File: src/rtl/spbram_queue_initiator_pkg.sv
`default_nettype none
// +--------------------------------------------------------------------------+
// | spbram_queue_initiator_pkg : read-FSM encodings and slot-stride default  |
// | Revision 1.0                                                             |
// +--------------------------------------------------------------------------+
package spbram_queue_initiator_pkg;

  typedef enum logic [0:0] {
    RD_IDLE = 1'b0,
    RD_WAIT = 1'b1
  } rd_state_t;

  localparam int unsigned c_DEFAULT_ADDR_STRIDE = 4;

endpackage
`default_nettype wire

File: src/rtl/spbram_queue_initiator.sv
`default_nettype none
// +--------------------------------------------------------------------------+
// | spbram_queue_initiator : circular FIFO over one BRAM region, driving the |
// | write/read request channels of the dual-port control block. Rev 1.0      |
// +--------------------------------------------------------------------------+
module spbram_queue_initiator
  import spbram_queue_initiator_pkg::*;
#(
  parameter logic [31:0] ADDR_BASE   = 32'h0,
  parameter int          DEPTH_LOG2  = 4,
  parameter int unsigned ADDR_STRIDE = c_DEFAULT_ADDR_STRIDE
) (
  input  logic                  iClock,
  input  logic                  iReset,
  input  logic [31:0]           iPushData,
  input  logic                  iPushValid,
  output logic                  oPushReady,
  output logic [31:0]           oPopData,
  output logic                  oPopValid,
  input  logic                  iPopReady,
  output logic [31:0]           oWriteAddress,
  output logic [31:0]           oWriteData,
  output logic                  oWriteValid,
  input  logic                  iWriteAck,
  output logic [31:0]           oReadAddress,
  output logic                  oReadValid,
  input  logic                  iReadAck,
  input  logic [31:0]           iReadData,
  output logic [DEPTH_LOG2:0]   oLevel,
  output logic                  oFull,
  output logic                  oEmpty
);

  localparam logic [DEPTH_LOG2:0]   c_LEVEL_FULL = {1'b1, {DEPTH_LOG2{1'b0}}};
  localparam logic [DEPTH_LOG2:0]   c_LEVEL_ONE  = 1;
  localparam logic [DEPTH_LOG2-1:0] c_PTR_ONE    = 1;

  function automatic logic [31:0] slot_addr(input logic [DEPTH_LOG2-1:0] ptr);
    return ADDR_BASE + (32'(ptr) * 32'(ADDR_STRIDE));
  endfunction

  logic [DEPTH_LOG2-1:0] r_wptr;
  logic [DEPTH_LOG2-1:0] r_rptr;
  logic [DEPTH_LOG2:0]   r_level;
  logic [31:0]           r_read_addr;
  logic                  r_read_valid;
  logic [31:0]           r_pop_data;
  logic                  r_pop_valid;
  rd_state_t             r_state;
  rd_state_t             w_state_next;
  logic                  w_latch_rptr;
  logic                  w_full;
  logic                  w_push_fire;
  logic                  w_read_fire;

  // Write channel is purely combinational: the control block acks in-cycle.
  assign w_full        = (r_level == c_LEVEL_FULL);
  assign oWriteValid   = iPushValid && !w_full;
  assign oPushReady    = !w_full && iWriteAck;
  assign oWriteData    = iPushData;
  assign oWriteAddress = slot_addr(r_wptr);
  assign w_push_fire   = iPushValid && oPushReady;
  assign w_read_fire   = r_read_valid && iReadAck;

  always_comb begin
    w_state_next = r_state;
    w_latch_rptr = 1'b0;
    case (r_state)
      RD_IDLE: begin
        // Only fetch when the pop register is free, so the fetched word always has a home.
        if ((r_level != '0) && !r_pop_valid) begin
          w_state_next = RD_WAIT;
          w_latch_rptr = 1'b1;
        end
      end
      RD_WAIT: begin
        if (w_read_fire) begin
          w_state_next = RD_IDLE;
        end
      end
      default: w_state_next = RD_IDLE;
    endcase
  end

  always_ff @(posedge iClock) begin
    if (iReset) begin
      r_state      <= RD_IDLE;
      r_wptr       <= '0;
      r_rptr       <= '0;
      r_level      <= '0;
      r_read_addr  <= '0;
      r_read_valid <= 1'b0;
      r_pop_data   <= '0;
      r_pop_valid  <= 1'b0;
    end else begin
      r_state      <= w_state_next;
      r_read_valid <= (w_state_next == RD_WAIT);
      if (w_latch_rptr) begin
        r_read_addr <= slot_addr(r_rptr);
      end
      if (w_push_fire) begin
        r_wptr <= r_wptr + c_PTR_ONE;
      end
      if (w_read_fire) begin
        r_rptr      <= r_rptr + c_PTR_ONE;
        r_pop_data  <= iReadData;
        r_pop_valid <= 1'b1;
      end else if (r_pop_valid && iPopReady) begin
        r_pop_valid <= 1'b0;
      end
      case ({w_push_fire, w_read_fire})
        2'b10:   r_level <= r_level + c_LEVEL_ONE;
        2'b01:   r_level <= r_level - c_LEVEL_ONE;
        default: r_level <= r_level;
      endcase
    end
  end

  assign oReadAddress = r_read_addr;
  assign oReadValid   = r_read_valid;
  assign oPopData     = r_pop_data;
  assign oPopValid    = r_pop_valid;
  assign oLevel       = r_level;
  assign oFull        = w_full;
  assign oEmpty       = (r_level == '0) && !r_pop_valid;

endmodule
`default_nettype wire

File: config.mk
export PLATFORM = sky130hd
export DESIGN_NAME = spbram_queue_initiator
export DESIGN_NICKNAME = d
export VERILOG_FILES = /design/src/rtl/spbram_queue_initiator_pkg.sv /design/src/rtl/spbram_queue_initiator.sv
export SDC_FILE = /design/constraint.sdc
export NUM_CORES = 1
export LEC_CHECK = 0
export CELL_PAD_IN_SITES_DETAIL_PLACEMENT = 1
export CELL_PAD_IN_SITES_GLOBAL_PLACEMENT = 1
export CORE_MARGIN = 4
export CORE_UTILIZATION = 22
export CTS_BUF_LIST = sky130_fd_sc_hd__clkbuf_16
export DETAILED_ROUTE_END_ITERATION = 10
export GPL_TIMING_DRIVEN = 0
export PLACE_DENSITY_LB_ADDON = 0.1
export SETUP_SLACK_MARGIN = 0.02
export SLEW_MARGIN = 15
export SYNTH_ARGS = -nofsm -noshare
export SYNTH_HDL_FRONTEND = slang
export SYNTH_SLANG_ARGS = --single-unit
File: constraint.sdc
create_clock -name iClock -period 3.5 [get_ports iClock]
set_clock_uncertainty 0.1 [all_clocks]
set_input_delay 0.35 -clock iClock [delete_from_list [all_inputs] [get_ports iClock]]
set_output_delay 0.35 -clock iClock [all_outputs]
set_load 0.01 [all_outputs]
==> key figures <==
Outcome
  – Status: complete, no violations

Clock tree
  – CTS sink cnt: 51
  – TritonCTS clock tree: built
  – Clock transition at path regs: 70 ps
  – Clk Latency, worst-skew pair: 290 ps
  – Hold_buf cts: 0
  – Clock buffers created by TritonCTS: 5
  – Root Buffer: clkbuf_16
  – Postcts setup bufs: 0
  – Maximum root-to-sink buffer count: 2
  – H-Tree Depth: 2
  – PostCTS Resize Cnt: 0

Setup path
  – Largest delay share family, worst path: simple AND/OR/NAND/NOR gates
  – Crit path capture type: register
  – Critical Path AT: 3130 ps
  – Crit-path slowest cell: or4_4
  – CP Max Fanout: 6
  – CP Class: reg -> reg
  – CP dominant cell by count: a21oi_1
  – Bufs and invs on worst path: 0
  – Max incr delay on CP: 610 ps
  – Type of origin of the critical path: register
  – Worst-path cell chain: or4_4, o211ai_4, ha_1, ha_1, a21oi_1, a21oi_1, or4_1, a21oi_1
  – Critical Path RT: 3610 ps

Layout
  – Core Util, Final: 36.8%
  – Most frequent cells in the layout: clkdlybuf4s50_1 (119), buf_4 (88), nand2_1 (70)
  – Finished Cell Area: 4400 um2
  – Area Growth Syn to Fin: 64.3%
  – Final #Nets: 585
  – Most common cell after layout, fill and taps aside: clkdlybuf4s50_1
  – Finished Layout Cells: 656
  – Ratio of cells with drive above 1 in the final layout: 19.6%
  – Ant. Diodes: 0

Routing
  – DR vias/cell: 3.82
  – Final wirelength: 8050 um
  – Initial drt markers: 27
  – Drt first pass iters: 4
  – DRC Markers: 0
  – Detail Route Antenna Nets: 0
  – Routed via count: 2509
  – Wirelength per Cell: 12.3 um

Pwr
  – Pwr/cell area: 400 nW/um2
  – Total power: 1.76 mW
  – Leakage power: 1.92 nW
  – Max IR drop VDD: 0.181 mV

Global route
  – First-pass GRT wire length: 13200 um
  – Largest net degree at the start of global routing: 17
  – Number of global-route vias before repair: 2664
  – Total congestion overflow: 0
  – Gr usage total: 11.4%
  – Initial antenna violation count: 0

Yosys
  – Syn Area/Cell: 8.17 um2
  – Ranking of synthesized cells by area: dfxtp_1 (38%), buf_4 (25%), nand2_1 (9.8%), a21oi_1 (7.7%), ha_1 (2.8%)
  – Top cell type by total area after synthesis: dfxtp_1
  – Register area share after synthesis: 38.1%
  – Ys Warns: 0
  – Post-Synthesis Cells: 328
  – Post-Syn Area: 2680 um2
  – Main synth FF type: dfxtp_1
  – Post-synth ARST share: 0%
  – Register bit total from synthesis: 51
  – EDFF count, synth: 0
  – Share of the synthesized area in the top cell type: 38.1%
  – Post-synth cell types: 32

Die
  – Core area: 12000 um2
  – Std-Cell Rows: 40
  – Initial Util: 22.4%
  – Die Area: 14000 um2
  – I/O pin cnt: 209
  – Die X: 118 um
  – Die Span Y: 118 um

Placement
  – Setup WS pre-CTS: -78.8 ps
  – # placed instances: 649
  – GP Congestion: 0.715
  – Count of port buffers added during placement: 119
  – DP Area: 4260 um2
  – Hpwl dp: 6560 um

Timing
  – Hold_ws: 354 ps
  – Crit path time final: 3010 ps
  – Setup tns final: 0 ps
  – Max Clk Rate: 332 MHz
  – Final hold violations: 0
  – Fin. max-slew vios: 0
  – Rel. slew slack: 61.0%
  – RSZ-0062 raised after global routing: no
  – Least-Margin Pin Slew: 586 ps
  – # setup viols final: 0
  – Period utilisation layout: 86.1%
  – Worst setup margin: 485 ps

Flow run
  – Max Cap Viol: 0

Min path
  – HP Class: reg -> reg
## cells by family after synthesis
logic type	synth area share (%)
simple gates	16.2
fa+ha+maj	3.55
flops	38.1
mux	2.24
xor+xnor	2.29
buf+inv	27.2
other cells	0.140
compound gates	10.3
## final cells by class
class	count	area, um2
clock buffer	5	125
tap	147	184
multi-input combinational	226	1140
inverter	4	15.0
fill	1451	7560
buffer	101	709
clock inverter	3	20.0
timing repair buffer	119	1190
sequential	51	1020
## cells in the mapped netlist, types with 2 or more instances
master,number
a21oi_1,41
and2_1,2
buf_1,3
buf_4,88
clkbuf_1,11
dfxtp_1,51
ha_1,6
inv_1,3
mux2i_1,6
nand2_1,70
nand2b_1,2
nand3_1,3
nor2_1,16
nor3_1,2
nor4_1,2
xnor2_1,3
xor2_1,4
## worst paths after layout
path,startpoint,endpoint,slack (ps),depth (start not counted)
worst min-delay path,oPopData[14]$_SDFFE_PP0P_,oPopData[14]$_SDFFE_PP0P_,350,2
worst max register to register,oLevel[0]$_SDFFE_PP0P_,oLevel[4]$_SDFFE_PP0P_,490,8
worst min register to register,oPopData[14]$_SDFFE_PP0P_,oPopData[14]$_SDFFE_PP0P_,350,2
worst max-delay path,oLevel[0]$_SDFFE_PP0P_,oLevel[4]$_SDFFE_PP0P_,490,8
## where the power goes
group          internal [mW]  switching (mW)
Sequential             0.634          0.0421
Combinational          0.315           0.279
Clock                  0.264           0.225
## worst min-delay path, stage by stage (launching register included)
cell,delay (ps)
dfxtp_1,310
nand2_1,50
a21oi_1,50
## routing by layer
metal  GRT usage (%)  share of wire (%)
met2            19.7                 50
met4            2.42               0.65
met1            13.4                 40
met3            4.40                9.6
met5               0                  0
## flip-flops by register name (all words and copies together), names as in the netlist
register      cells
oPopData         32
oReadAddress      4
r_rptr            4
oPopValid         1
oLevel            5
r_state           1
r_wptr            4
(Power assumes the default switching activity.)
